### src/rtl/trivium_pkg.sv
`default_nettype none
// ============================================================================
// Module      : trivium_pkg
// Description : Shared constants, tap masks and FSM state type for the
//               Trivium-style stream engine.
// Revision    : 1.0 - initial release
// ============================================================================
package trivium_pkg;

  // Power-on contents of the three shift registers (zero-extended to REG_W)
  localparam logic [19:0] INIT_S1 = 20'h23A2B;
  localparam logic [19:0] INIT_S2 = 20'h2A892;
  localparam logic [19:0] INIT_S3 = 20'hF4511;

  // Byte replicated across the key to derive the s3 load value
  localparam logic [7:0] KEY_MIX_BYTE = 8'hA5;

  // Feedback tap masks: Fn_Sm selects the bits of register m that feed the
  // new LSB of register n. All taps live in the low 64 bits.
  localparam logic [63:0] F1_S1 = (64'd1 << 5) | (64'd1 << 31);
  localparam logic [63:0] F1_S2 = (64'd1 << 0) | (64'd1 << 7) | (64'd1 << 47);
  localparam logic [63:0] F1_S3 = (64'd1 << 1) | (64'd1 << 13) | (64'd1 << 60);

  localparam logic [63:0] F2_S1 = (64'd1 << 1) | (64'd1 << 23);
  localparam logic [63:0] F2_S2 = (64'd1 << 2);
  localparam logic [63:0] F2_S3 = (64'd1 << 3) | (64'd1 << 19);

  localparam logic [63:0] F3_S1 = (64'd1 << 5) | (64'd1 << 10) | (64'd1 << 17);
  localparam logic [63:0] F3_S2 = (64'd1 << 2) | (64'd1 << 29) | (64'd1 << 40);
  localparam logic [63:0] F3_S3 = (64'd1 << 4) | (64'd1 << 63);

  typedef enum logic [1:0] {
    ST_IDLE = 2'd0,
    ST_LOAD = 2'd1,
    ST_WARM = 2'd2,
    ST_RUN  = 2'd3
  } state_e;

  // XOR of the register bits selected by a tap mask
  function automatic logic tap_parity(input logic [63:0] s, input logic [63:0] mask);
    return ^(s & mask);
  endfunction

endpackage
`default_nettype wire

### src/rtl/trivium_stream_engine_if.sv
`default_nettype none
// ============================================================================
// Module      : trivium_stream_engine_if
// Description : Key handshake plus input/output valid-ready streams of the
//               stream engine. The engine takes the slave side.
// Revision    : 1.0 - initial release
// ============================================================================
interface trivium_stream_engine_if #(
  parameter int DATA_W = 8,
  parameter int KEY_W  = 16
);
  logic              key_valid;
  logic              key_ready;
  logic [KEY_W-1:0]  key_in;
  logic              in_valid;
  logic              in_ready;
  logic [DATA_W-1:0] in_data;
  logic              out_valid;
  logic              out_ready;
  logic [DATA_W-1:0] out_data;
  logic              busy;

  modport slave (
    input  key_valid, key_in, in_valid, in_data, out_ready,
    output key_ready, in_ready, out_valid, out_data, busy
  );

  modport master (
    output key_valid, key_in, in_valid, in_data, out_ready,
    input  key_ready, in_ready, out_valid, out_data, busy
  );
endinterface
`default_nettype wire

### src/rtl/trivium_core.sv
`default_nettype none
// ============================================================================
// Module      : trivium_core
// Description : Three REG_W-bit feedback shift registers producing one
//               keystream bit per enabled step; parallel load has priority.
// Revision    : 1.0 - initial release
// ============================================================================
module trivium_core
  import trivium_pkg::*;
#(
  parameter int REG_W = 64
) (
  input  logic             clk,
  input  logic             rst,
  input  logic             load_en,
  input  logic [REG_W-1:0] load_s1,
  input  logic [REG_W-1:0] load_s2,
  input  logic [REG_W-1:0] load_s3,
  input  logic             step_en,
  output logic             k
);

  logic [REG_W-1:0] s1_q, s1_d;
  logic [REG_W-1:0] s2_q, s2_d;
  logic [REG_W-1:0] s3_q, s3_d;
  logic             fb1, fb2, fb3;

  assign k = s1_q[0] ^ s2_q[0] ^ s3_q[0];

  // Feedback bits from the current state, then load / step / hold selection
  always_comb begin
    fb1 = tap_parity(s1_q[63:0], F1_S1) ^ tap_parity(s2_q[63:0], F1_S2)
        ^ tap_parity(s3_q[63:0], F1_S3);
    fb2 = tap_parity(s1_q[63:0], F2_S1) ^ tap_parity(s2_q[63:0], F2_S2)
        ^ tap_parity(s3_q[63:0], F2_S3);
    fb3 = tap_parity(s1_q[63:0], F3_S1) ^ tap_parity(s2_q[63:0], F3_S2)
        ^ tap_parity(s3_q[63:0], F3_S3);
    s1_d = s1_q;
    s2_d = s2_q;
    s3_d = s3_q;
    if (load_en) begin
      s1_d = load_s1;
      s2_d = load_s2;
      s3_d = load_s3;
    end else if (step_en) begin
      s1_d = {s1_q[REG_W-2:0], fb1};
      s2_d = {s2_q[REG_W-2:0], fb2};
      s3_d = {s3_q[REG_W-2:0], fb3};
    end
  end

  // Register update with reset to the fixed initial contents
  always_ff @(posedge clk) begin
    if (rst) begin
      s1_q <= REG_W'(INIT_S1);
      s2_q <= REG_W'(INIT_S2);
      s3_q <= REG_W'(INIT_S3);
    end else begin
      s1_q <= s1_d;
      s2_q <= s2_d;
      s3_q <= s3_d;
    end
  end

endmodule
`default_nettype wire

### src/rtl/trivium_stream_engine.sv
`default_nettype none
// ============================================================================
// Module      : trivium_stream_engine
// Description : Keyed stream cipher engine: key load, warm-up discard, then
//               DATA_W keystream bits XORed onto each accepted input word.
// Revision    : 1.0 - initial release
// ============================================================================
module trivium_stream_engine
  import trivium_pkg::*;
#(
  parameter int REG_W  = 64,
  parameter int DATA_W = 8,
  parameter int KEY_W  = 16,
  parameter int WARMUP = 128
) (
  input  logic                    clk,
  input  logic                    rst,
  trivium_stream_engine_if.slave  bus
);

  localparam int CNT_W = $clog2(DATA_W + 1);
  localparam int WC_W  = (WARMUP > 0) ? $clog2(WARMUP + 1) : 1;
  localparam logic [CNT_W-1:0] C_CNT_FULL  = CNT_W'(DATA_W);
  localparam logic [WC_W-1:0]  C_WARM_LAST = WC_W'((WARMUP > 0) ? WARMUP - 1 : 0);

  state_e            state_q, state_d;
  logic [KEY_W-1:0]  key_q, key_d;
  logic [DATA_W-1:0] ks_word_q, ks_word_d;
  logic [CNT_W-1:0]  ks_cnt_q, ks_cnt_d;
  logic [WC_W-1:0]   warm_cnt_q, warm_cnt_d;
  logic              out_valid_q, out_valid_d;
  logic [DATA_W-1:0] out_data_q, out_data_d;

  logic              key_ready, key_hs, in_ready, accept;
  logic              gen_en, step_en, load_en, busy, ks_bit;
  logic [KEY_W-1:0]  key_inv, key_mix;

  // Key-derived load values; inverted and mixed keys are kept at KEY_W bits
  // so the zero-extension happens after the bitwise operation.
  assign key_inv = ~key_q;
  assign key_mix = key_q ^ {(KEY_W / 8){KEY_MIX_BYTE}};

  trivium_core #(.REG_W(REG_W)) u_core (
    .clk     (clk),
    .rst     (rst),
    .load_en (load_en),
    .load_s1 (REG_W'(INIT_S1) ^ REG_W'(key_q)),
    .load_s2 (REG_W'(INIT_S2) ^ REG_W'(key_inv)),
    .load_s3 (REG_W'(INIT_S3) ^ REG_W'(key_mix)),
    .step_en (step_en),
    .k       (ks_bit)
  );

  // State register
  always_ff @(posedge clk) begin
    if (rst) state_q <= ST_IDLE;
    else     state_q <= state_d;
  end

  // Next-state logic; a key handshake from RUN restarts the load sequence
  always_comb begin
    state_d = state_q;
    case (state_q)
      ST_IDLE: if (key_hs) state_d = ST_LOAD;
      ST_LOAD: state_d = (WARMUP == 0) ? ST_RUN : ST_WARM;
      ST_WARM: if (warm_cnt_q == C_WARM_LAST) state_d = ST_RUN;
      ST_RUN:  if (key_hs) state_d = ST_LOAD;
      default: state_d = ST_IDLE;
    endcase
  end

  // State-decoded controls; a key handshake blocks a data accept that cycle
  always_comb begin
    key_ready = (state_q == ST_IDLE) || (state_q == ST_RUN);
    key_hs    = bus.key_valid && key_ready;
    busy      = (state_q == ST_LOAD) || (state_q == ST_WARM);
    load_en   = (state_q == ST_LOAD);
    gen_en    = (state_q == ST_RUN) && (ks_cnt_q != C_CNT_FULL);
    step_en   = (state_q == ST_WARM) || gen_en;
    in_ready  = (state_q == ST_RUN) && (ks_cnt_q == C_CNT_FULL)
              && (!out_valid_q || bus.out_ready) && !key_hs;
    accept    = bus.in_valid && in_ready;
  end

  // Counters, keystream word gathering (first bit ends in MSB) and output reg
  always_comb begin
    key_d       = key_q;
    ks_word_d   = ks_word_q;
    ks_cnt_d    = ks_cnt_q;
    warm_cnt_d  = warm_cnt_q;
    out_valid_d = out_valid_q;
    out_data_d  = out_data_q;
    if (key_hs) key_d = bus.key_in;
    if (state_q == ST_LOAD) begin
      ks_word_d  = '0;
      ks_cnt_d   = '0;
      warm_cnt_d = '0;
    end
    if (state_q == ST_WARM) warm_cnt_d = warm_cnt_q + WC_W'(1);
    if (gen_en) begin
      ks_word_d = (ks_word_q << 1) | DATA_W'(ks_bit);
      ks_cnt_d  = ks_cnt_q + CNT_W'(1);
    end
    if (accept) begin
      ks_cnt_d    = '0;
      out_valid_d = 1'b1;
      out_data_d  = bus.in_data ^ ks_word_q;
    end else if (bus.out_ready) begin
      out_valid_d = 1'b0;
    end
  end

  // Datapath registers
  always_ff @(posedge clk) begin
    if (rst) begin
      key_q       <= '0;
      ks_word_q   <= '0;
      ks_cnt_q    <= '0;
      warm_cnt_q  <= '0;
      out_valid_q <= 1'b0;
      out_data_q  <= '0;
    end else begin
      key_q       <= key_d;
      ks_word_q   <= ks_word_d;
      ks_cnt_q    <= ks_cnt_d;
      warm_cnt_q  <= warm_cnt_d;
      out_valid_q <= out_valid_d;
      out_data_q  <= out_data_d;
    end
  end

  assign bus.key_ready = key_ready;
  assign bus.in_ready  = in_ready;
  assign bus.out_valid = out_valid_q;
  assign bus.out_data  = out_data_q;
  assign bus.busy      = busy;

endmodule
`default_nettype wire
### src/flat_wrapper.sv
// flat-port wrapper written by rule: the top's interface ports become plain ports
module trivium_stream_engine_flat import trivium_pkg::*;
#(
  parameter int REG_W  = 64,
  parameter int DATA_W = 8,
  parameter int KEY_W  = 16,
  parameter int WARMUP = 128
)
  (clk, rst, bus_key_valid, bus_key_in, bus_in_valid, bus_in_data, bus_out_ready, bus_key_ready, bus_in_ready, bus_out_valid, bus_out_data, bus_busy);
  trivium_stream_engine_if #(.DATA_W(DATA_W), .KEY_W(KEY_W)) bus_i ();
  input  logic clk;
  input  logic rst;
  input wire logic [$bits(bus_i.key_valid)-1:0] bus_key_valid;
  input wire logic [$bits(bus_i.key_in)-1:0] bus_key_in;
  input wire logic [$bits(bus_i.in_valid)-1:0] bus_in_valid;
  input wire logic [$bits(bus_i.in_data)-1:0] bus_in_data;
  input wire logic [$bits(bus_i.out_ready)-1:0] bus_out_ready;
  output wire logic [$bits(bus_i.key_ready)-1:0] bus_key_ready;
  output wire logic [$bits(bus_i.in_ready)-1:0] bus_in_ready;
  output wire logic [$bits(bus_i.out_valid)-1:0] bus_out_valid;
  output wire logic [$bits(bus_i.out_data)-1:0] bus_out_data;
  output wire logic [$bits(bus_i.busy)-1:0] bus_busy;
  assign bus_i.key_valid = bus_key_valid;
  assign bus_i.key_in = bus_key_in;
  assign bus_i.in_valid = bus_in_valid;
  assign bus_i.in_data = bus_in_data;
  assign bus_i.out_ready = bus_out_ready;
  assign bus_key_ready = bus_i.key_ready;
  assign bus_in_ready = bus_i.in_ready;
  assign bus_out_valid = bus_i.out_valid;
  assign bus_out_data = bus_i.out_data;
  assign bus_busy = bus_i.busy;
  trivium_stream_engine #(.REG_W(REG_W), .DATA_W(DATA_W), .KEY_W(KEY_W), .WARMUP(WARMUP)) u_core (.clk(clk), .rst(rst), .bus(bus_i));
endmodule
### config.mk
export PLATFORM = sky130hd
export DESIGN_NAME = trivium_stream_engine_flat
export DESIGN_NICKNAME = d
export VERILOG_FILES = /design/src/rtl/trivium_pkg.sv /design/src/rtl/trivium_stream_engine_if.sv /design/src/rtl/trivium_core.sv /design/src/rtl/trivium_stream_engine.sv /design/src/flat_wrapper.sv
export SDC_FILE = /design/constraint.sdc
export NUM_CORES = 1
export LEC_CHECK = 0
export ABC_AREA = 1
export CAP_MARGIN = 20
export CORE_UTILIZATION = 50
export CTS_CLUSTER_DIAMETER = 30
export DETAILED_ROUTE_END_ITERATION = 8
export PLACE_DENSITY = 0.74
export SKIP_CTS_REPAIR_TIMING = 1
export SYNTH_ARGS = -nofsm -noshare
export SYNTH_HDL_FRONTEND = slang
export SYNTH_HIERARCHICAL = 1
export SYNTH_SLANG_ARGS = --single-unit
### constraint.sdc
create_clock -name clk -period 2.45 [get_ports clk]
set_input_delay 0.49 -clock clk [delete_from_list [all_inputs] [get_ports clk]]
set_output_delay 0.49 -clock clk [all_outputs]
set_load 0.02 [all_outputs]
# [Word level (Yosys, flattened, before mapping)]
# Cells that the tools add are included.
[word_totals] register_bits=191 out_inout_bits=12 wordCells=84
[op_classes] n_addsub=2 eq_ne=8 n_mux=16 bitwise=15 n_reduce_logical=30
[ops] op="64-bit XOR reduction" n=9
[ops] op="18-bit 2-to-1 mux" n=4
[ops] op="20-bit 2-to-1 mux" n=2
[ops] op="8-bit 2-to-1 mux" n=3
[ops] op="16-bit inverter" n=1
[ops] op="5-bit inverter with 9-bit output" n=1
[ops] op="8-bit inverter with 9-bit output" n=1
[ops] op="8-bit by 1-bit adder with 8-bit output, second input constant" n=1
[ops] op="8-bit by 7-bit equality test with 1-bit output, second input constant" n=1
[ops] op="4-bit 2-to-1 mux" n=2
[ops] op="8-bit inverter" n=1
[ops] op="8-bit by 1-bit OR with 8-bit output" n=1
[ops] op="2-bit nonzero test" n=4
[ops] op="1-bit bitwise XOR" n=8
[ops] op="8-bit bitwise XOR" n=1
[ops] op="6-bit inverter with 7-bit output" n=1
[ops] op="1-bit logical AND" n=6
[ops] op="2-bit case mux with 3 select lines" n=1
[ops] op="2-bit OR reduction" n=3
[ops] op="4-bit by 1-bit adder with 4-bit output, second input constant" n=1
[ops] op="2-bit equality test, second input constant" n=2
[ops] op="4-bit equality test, second input constant" n=1
[ops] op="1-bit logical OR" n=4
[ops] op="2-bit 2-to-1 mux" n=2
[ops] op="other kinds (7)" n=10

# [Logic depth before layout (Yosys ltp)]
# Gate-level depths: netlist of the first run.
[logic_depth] ltp_word=7 mapped_depth=14 mapped_depth_nobuf=12

# [Cells and area by module]
# Netlist of the first run, hierarchy kept.
[modules_own_cells] module="trivium_core" n_inst=1 cells_each=1048 area_each_um2=6850.3 seq_area_each_um2=2882.8
[modules_own_cells] module="trivium_stream_engine" n_inst=1 cells_each=274 area_each_um2=2087.0 seq_area_each_um2=940.9

# [Worst setup path after synthesis of the first run]
# OpenSTA, ideal clock, no wires.
[synth_timing] kind="register to output" from="register u_core.state_q[0]" to="output port bus_in_ready" t_arrival_ps=1802 setup_slack_ps=158 stages_incl_launch_ff=6 path_buffers=0 cell_sequence="dfxtp_1 -> inv_1 -> ha_1 -> nand2_2 -> inv_1 -> nor4_1"
[synth_via] elab_chain_cells=5 elab_cells_between_ends=8
[synth_rtl] item="start: declaration" line="trivium_stream_engine.sv:26" text="state_e state_q, state_d;"
[synth_rtl] item="start signal: assignment" line="trivium_stream_engine.sv:57" text="else state_q <= state_d;"
[synth_rtl] item="2-bit equality test or 2-bit zero test (tied branches)" line="trivium_stream_engine.sv:74" text="key_ready = (state_q == ST_IDLE) || (state_q == ST_RUN);"
[synth_rtl] item="1-bit logical OR (*)" line="trivium_stream_engine.sv:74"
[synth_rtl] item="named net bus_key_ready" line="flat_wrapper.sv:18" text="output wire logic [$bits(bus_i.key_ready)-1:0] bus_key_ready;"
[synth_rtl] item="1-bit logical AND (*)" line="trivium_stream_engine.sv:75" text="key_hs = bus.key_valid && key_ready;"
[synth_rtl] item="1-bit zero test (*)" line="trivium_stream_engine.sv:81" text="&& (!out_valid_q || bus.out_ready) && !key_hs;"
[synth_rtl] item="1-bit logical AND (*)" line="trivium_stream_engine.sv:81"
[synth_rtl] item="end: declaration" line="flat_wrapper.sv:19" text="output wire logic [$bits(bus_i.in_ready)-1:0] bus_in_ready;"
# Mark *: on every way through the listed nets, which the timed path passes. The rest lies on a longest branch.

# [Worst setup path in the final report of the first run]
[layout_timing] from="register u_core.state_q[0]" to="output port bus_in_ready"
[layout_via] elab_chain_cells=5 elab_cells_between_ends=8
[layout_rtl] item="2-bit equality test or 2-bit zero test (tied branches)" line="trivium_stream_engine.sv:74, trivium_stream_engine.sv:80"
[layout_rtl] item="1-bit logical OR" line="trivium_stream_engine.sv:74"
[layout_rtl] item="1-bit logical AND" line="trivium_stream_engine.sv:75"
[layout_rtl] item="1-bit zero test" line="trivium_stream_engine.sv:81"
[layout_rtl] item="1-bit logical AND (*)" line="trivium_stream_engine.sv:81"
# Every way passes the cells marked *; elsewhere a longest branch is shown, timed or not.

==> results.md, run 1 <==
- Yosys reg bits: around 190
- Final Critical Period: 2.313 ns
- Synth Area in Adders: 0.009800
- Critical Path Source Type: register
- Total gr overflow: 0
- Sequential share of power: 0.391
- Setup TNS: 0 ns
- HP Class: in -> reg
- CP endpoint kind: output port
- Arrival @ worst endpoint: 1.82 ns
- Crit-path max cell delay: between 0.3 and 0.4 ns
- Register area: roughly 3800 um^2
- Yosys warns: 6
- Largest net degree at the start of global routing: 146
- Slew Limit Fails: 0
- Dpl ws: 0.04677 ns
- Layout Area Growth over Synthesis: 15.88%
- Worst reg2reg setup slack: approximately 0.32 ns
- Crit path cell chain: inv_1 > ha_1 > nand2_2 > inv_1 > nor4_1 > dlymetal6s2s_1
- Avg Inst Size Synth: 6.760 um^2
- MaxCap Viol Count: 0
- CTS buffer count: 17
- Clock power frac: 0.232
- Core Footprint: 17,360 um^2
- Multiplexer share of the synthesized area: 0
- Vias in the first global route: just over 7,000
- Cell variety after synth: 33
- CTS tree: done
- P_int: between 6 and 7 mW
- P_leak: 5.145 nW
- Wire per inst: 10.92 um
- Critical path buffers and inverters: 3
- Bufs on Longest Clock Path: 2
- DP Wirelength: 11.05 mm
- Synthesized cell area: 8937 um^2
- Clk Latency, worst-skew pair: 0.43 ns
- Die Ht: 135.7 um
- Worst path top cell family by delay: flip-flops
- DRT iter0 DRCs: 591
- Power density cells: 1075 nW/um^2
- Outcome: completed
- Clk slew on worst S/H paths: 0.07 ns
- Share of cells above drive strength 1: 0.04622
- Sw Pwr: 4.317 mW
- Area of the multi-input gates: slightly above 4000 um^2
- Initial antenna violation count: 0
- Seq/Total Area, Yosys: 0.4278
- # nets final: approximately 1,500
- Post-route DRC: 0
- Vias: 7,801
- Fillers: 1,638
- Vias per Instance: around 4.7
- Slowest-stage cell, CP: dfxtp_1
- Clk root buf: clkbuf_16
- IO Port Bufs: 40
- Starting Density: 0.5149
- Switching share of power: 0.3877
- DIE AREA: 18,410 um^2
- Initial DRT Pass Iterations: 5
- Setup CP Type: reg -> out
- Xor/xnor share of the synthesized area: 0.01666
- Io pins: 41
- Die width: 135.7 um
- All-Layer GR Usage: 0.2092
- Final Cycle Share: 0.9441
- Slew @ Worst Pin: 0.8510 ns
- CP dominant cell by count: inv_1
- H-tree depth: 4
- First-pass GRT wire length: 31.25 mm
- Post-synthesis compound-gate area fraction: 0.1723
- Clk sinks: between 150 and 200
- Final Hold Vio Count: 0
- Final ANT Viol Nets: 0
- Skew final: between 0.006 and 0.007 ns
- Required time of the critical path: 1.96 ns
- Maximum net fanout on the critical path: 4
- Achievable Freq: 432.3 MHz
- Maximum VDD drop: 0.9729 mV
- Synth Area in Simple Gates: 0.2160
- Mapped Cells: 1,322
- Largest family of logic cells by synthesized area: simple AND/OR/NAND/NOR gates
- Endpoints failing setup: 0
- Ant. Diodes: 0
- Num rows: 48
- Crit path setup slack, layout: ~0.14 ns
- Post-Route WL: 18.06 mm
- Routability congestion estimate from global placement: 0.7647
- Slew Limit Headroom: 0.4319
- Combinational Power Share: 0.377
-- path summary, 6_finish.rpt --
kind,start,endpoint,cells past startpoint
hold / removal,rst,u_core/ks_word_q[6]$_SDFFE_PP0P_,2
setup / recovery,u_core/state_q[0]$_SDFFE_PP0P_,bus_in_ready,6
setup reg to reg,u_core/ks_cnt_q[0]$_SDFFE_PP0P_,u_core/u_core/s3_q[63]$_SDFFE_PP0P_,12
hold reg to reg,u_core/warm_cnt_q[5]$_SDFFE_PP0P_,u_core/warm_cnt_q[5]$_SDFFE_PP0P_,2
-- Yosys cell counts --
master	count	area, um^2
nand4_4	1	21.27
inv_1	270	1013
nand2_2	5	31.28
nand3_4	1	17.52
nor2_4	1	11.26
nand3_1	60	300.3
nor3_1	3	15.01
xor2_1	15	131.4
conb_1	2	7.510
a221oi_1	5	43.79
buf_1	2	7.510
dfxtp_1	191	3824
buf_6	5	56.30
o21ai_0	49	245.2
inv_2	5	18.77
xnor2_1	2	17.52
nor4_1	2	12.51
clkbuf_1	28	105.1
o21bai_1	1	7.510
o21a_1	1	7.510
or2_1	1	6.260
buf_4	5	37.54
buf_2	32	160.2
a31o_2	6	52.55
o21ai_1	132	660.6
ha_1	7	87.58
o221ai_1	10	87.58
o211ai_1	12	90.09
nand2_1	300	1126
a21oi_1	57	285.3
nand4_1	1	6.260
nor2_1	102	382.9
a22oi_1	8	60.06
-- cell families (layout without fill, tap and decap cells) --
| family | count (synthesis) | in the layout |
|---|---|---|
| buffers and inverters | 347 | 359 |
| xor gates and xnor gates | 17 | 17 |
| DFF | 191 | 191 |
| adders and majority gates | 7 | 7 |
| and+or+nand+nor | 477 | 477 |
| AOI/OAI and AO/OA | 281 | 281 |
| other | 2 | 96 |
-- per-stage QoR --
step	utilization	power, mW	area (um^2)	hold WS, ns	cells
detailed placement	0.5648	8.620	9803	0.4427	1623
CTS	0.5962	11.24	10350	0.3507	1653
global placement	0.5648	8.524	9803	0.4362	1623
floorplan	-	7.661	9290	0.4256	1416
finish	0.5967	11.14	10360	0.3621	1653
global route	0.5967	12.07	10360	0.3778	1653
-- final cells by class --
cell class,instances,area share
clock buffers,19,0.04374
inverters,275,0.09967
flip-flops and latches,191,0.3692
multi-input cells,878,0.3949
clock inverters,11,0.008940
repair buffers,54,0.05630
well taps,225,0.02718
-- layer usage --
layer,share of wire,up-vias,GRT usage
met5,0,-,0
li1,-,4156,-
met4,0.010,0,0.06367
met2,0.48,90,0.3617
met3,0.035,12,0.04901
met1,0.48,3543,0.2556
-- layout by cell type, fill, tap and decap left out, types with 5 or more instances in the layout --
cell type        count
inv_1              269
a31o_2               6
o221ai_1            10
nand2_1            300
buf_4                8
clkbuf_16           17
buf_12               6
xor2_1              15
o21ai_1            132
a221oi_1             5
nor2_1             102
o21ai_0             49
ha_1                 6
inv_2                6
a22oi_1              8
nand3_1             60
a21oi_1             57
o211ai_1            12
dfxtp_1            191
clkinv_2             6
conb_1              96
clkdlybuf4s50_1     36
-- sequential cells by signal (all words and copies together), names as in the netlist --
name	cells
u_core/u_core/s1_q	32
u_core/state_q	2
u_core/u_core/s2_q	48
u_core/bus.out_valid	1
u_core/warm_cnt_q	8
u_core/key_q	16
u_core/ks_word_q	8
u_core/u_core/s3_q	64
u_core/bus.out_data	8
u_core/ks_cnt_q	4
-- power by group through the flow --
stage / clock [mW] / sequential [mW] / combinational, mW
final: 2.59 / 4.36 / 4.19
after global routing: 2.77 / 4.45 / 4.85
after CTS: 2.65 / 4.35 / 4.24
after detailed placement: 0 / 4.42 / 4.20
after global placement: 0 / 4.39 / 4.13
after floorplan: 0 / 4.33 / 3.33
No activity file was read; power rests on OpenSTA's default activity.
==> run 2: changes to the inputs <==
--- a/config.mk
+++ b/config.mk
@@ -16,3 +16,2 @@
 export SYNTH_HDL_FRONTEND = slang
-export SYNTH_HIERARCHICAL = 1
 export SYNTH_SLANG_ARGS = --single-unit
--- a/constraint.sdc
+++ b/constraint.sdc
@@ -3,2 +3,2 @@
 set_output_delay 0.49 -clock clk [all_outputs]
-set_load 0.02 [all_outputs]
+set_load 0.1 [all_outputs]
==> run 2 against run 1 <==
Clock skew about the same. Maximum frequency grew 3.1%. Critical endpoint unchanged. Utilization decreased by 0.17 points. Critical path type unchanged. Non-clock buffer count grew 1. Largest cell class is now sequential cells. Synthesized cell count decreased by 29%.
==> results.md, run 2 <==
- Outcome: completed
- Cell variety after synth: 41
- Initial DRT Pass Iterations: 5
- H-tree depth: 4
- Final Critical Period: 2.244 ns
- Mapped Cells: 940
- Maximum VDD drop: ~1.1 mV
- Synthesized cell area: 7577 um^2
- Most area-consuming cells after synthesis: dfxtp_1 50%, nand2_1 7.3%, o21ai_0 7.1%
- Vias: 6,032
- Post-synthesis compound-gate area fraction: 0.1924
- Vias per Instance: 5.218
- Final Cycle Share: 0.9158
- Clk root buf: clkbuf_16
- Initial antenna violation count: 0
- Io pins: 41
- Required time of the critical path: 1.96 ns
- Most frequent cells in the layout: 190 x dfxtp_1, 146 x nand2_1, 107 x nor2_1, 107 x o21ai_0, 95 x a21oi_1
- DRT iter0 DRCs: 384
- Slew @ Worst Pin: about 0.56 ns
- Maximum net fanout on the critical path: 18
- Share of cells above drive strength 1: 0.09671
- CTS tree: done
- Seq/Total Area, Yosys: 0.5046
- Layout Area Growth over Synthesis: 14.98%
- IO Port Bufs: 40
- Final Hold Vio Count: 0
- Setup TNS: 0 ns
- Synth Area in Adders: 0.01156
- Largest net degree at the start of global routing: 94
- Die width: 125.1 um
- Asr flop ratio synth: 0
- Xor/xnor share of the synthesized area: 0.02081
- CP endpoint kind: output port
- Avg Inst Size Synth: 8.061 um^2
- P_leak: 3.467 nW
- Placed insts: between 1,000 and 1,500
- RSZ-0062 raised after global routing: no
- Post-Route WL: 14.71 mm
- Clk slew on worst S/H paths: 0.07 ns
- Yosys warns: 0
- Endpoints failing setup: 0
- Clk sinks: 191
- Bufs on Longest Clock Path: 2
- Multiplexer share of the synthesized area: 0
- HP Class: reg -> reg
- Skew final: 0.006786 ns
- Post-route DRC: 0
- Top cell type's share of synthesized area: 0.5046
- DIE AREA: 15,650 um^2
- Commonest cells in the netlist: 191 x dfxtp_1, 147 x nand2_1, 107 x nor2_1, 107 x o21ai_0, 95 x a21oi_1
- Main synth FF type: dfxtp_1
- Final ANT Viol Nets: 0
- Wire per inst: between 10 and 15 um
- Register with the most flip-flops: u_core.u_core.s3_q
- Power density cells: 1381 nW/um^2
- Largest family of logic cells by synthesized area: compound AO/OA/AOI/OAI gates
- Largest regs: u_core.u_core.s3_q: 64 flops, u_core.u_core.s2_q: 48 flops, u_core.u_core.s1_q: 32 flops
- Clk Latency, worst-skew pair: between 0.4 and 0.5 ns
- Arrival @ worst endpoint: 1.75 ns
- Synthesized Nets: 976
- MaxCap Viol Count: 0
- Die Ht: 125.1 um
- Achievable Freq: 445.7 MHz
- Largest register FFs: between 60 and 70
- Core Footprint: 14,640 um^2
- Routability congestion estimate from global placement: 0.8083
- All-Layer GR Usage: 0.2035
- Slew Limit Fails: 0
- Vias in the first global route: 5,712
- Total gr overflow: 0
- Num rows: 44
- # nets final: about 1,000
- First-pass GRT wire length: approximately 26 mm
- Most common cell after layout, fill and taps aside: dfxtp_1
- Starting Density: 0.5174
- Area leader, netlist: dfxtp_1
- Yosys reg bits: 191
- Most numerous cell in the Yosys netlist: dfxtp_1
- Critical Path Source Type: register
- Synth Area in Simple Gates: 0.1805
- DP Wirelength: 9.250 mm
- Slew Limit Headroom: 0.6255
- Ant. Diodes: 0
- Setup CP Type: reg -> out
- CTS buffer count: 17
- Post-synth EDFFs: 0
- Non-filler cells, final: 1,156
==> run 2: power by group <==
group | internal [mW] | leakage [nW] | switching, mW
Clock | 1.74 | 0.304 | 1.19
Sequential | 4.16 | 1.56 | 0.543
Combinational | 1.44 | 1.60 | 2.95
==> run 2: area by class of cell <==
| type | instances | area (um^2) |
|---|---|---|
| clock inverters | 13 | 185.2 |
| flip-flops and latches | 191 | 3825 |
| inverters | 95 | 365.4 |
| multi-input cells | 599 | 3105 |
| fillers | 1327 | 5932 |
| clock buffers | 19 | 442.9 |
| well taps | 184 | 230.2 |
| repair buffers | 55 | 558.0 |
==> run 2: worst max-delay path: stages, from the launching register on <==
cell and delay (ns):
dfxtp_2 0.37, inv_2 0.06, ha_4 0.24, nand2_4 0.17, clkinv_4 0.08, nor4_4 0.18
buf_12 0.21
==> run 2: final timing paths <==
kind / startpoint / slack [ns] / endpoint / depth (start not counted)
max: u_core.state_q[0]$_SDFFE_PP0P_ / 0.21 / bus_in_ready / 6
min: u_core.bus.out_data[1]$_SDFFE_PP0P_ / 0.44 / u_core.bus.out_data[1]$_SDFFE_PP0P_ / 2
max reg2reg: u_core.ks_cnt_q[0]$_SDFFE_PP0P_ / 0.45 / u_core.u_core.s2_q[3]$_SDFFE_PP0P_ / 10
min reg2reg: u_core.bus.out_data[1]$_SDFFE_PP0P_ / 0.44 / u_core.bus.out_data[1]$_SDFFE_PP0P_ / 2
==> run 2: through the flow <==
step,setup WS (ns),cell area [um^2],util,hold WS (ns),total power [mW]
detailed placement,0.3361,8084,0.5520,0.4336,9.154
global route,0.06497,8712,0.5949,0.4764,12.98
finish,0.2064,8712,0.5949,0.4405,12.03
floorplan,0.01647,7620,-,0.4261,8.327
CTS,0.1676,8712,0.5949,0.4436,12.10
global placement,0.3449,8084,0.5520,0.4347,9.018
==> run 2: kinds of logic after synthesis <==
family / after synthesis
AO/OA/AOI/OAI: 253
XOR/XNOR: 18
adder cells (fa/ha/maj): 7
buffers and inverters: 150
flip-flops: 191
AND/OR/NAND/NOR: 321
==> run 2: layer usage <==
metal,up-vias,GRT usage,wire (um)
met5,-,0,0
met4,0,0.09900,290
met3,22,0.03509,352
met2,74,0.3352,6851
met1,2790,0.2590,7212
li1,3146,-,-
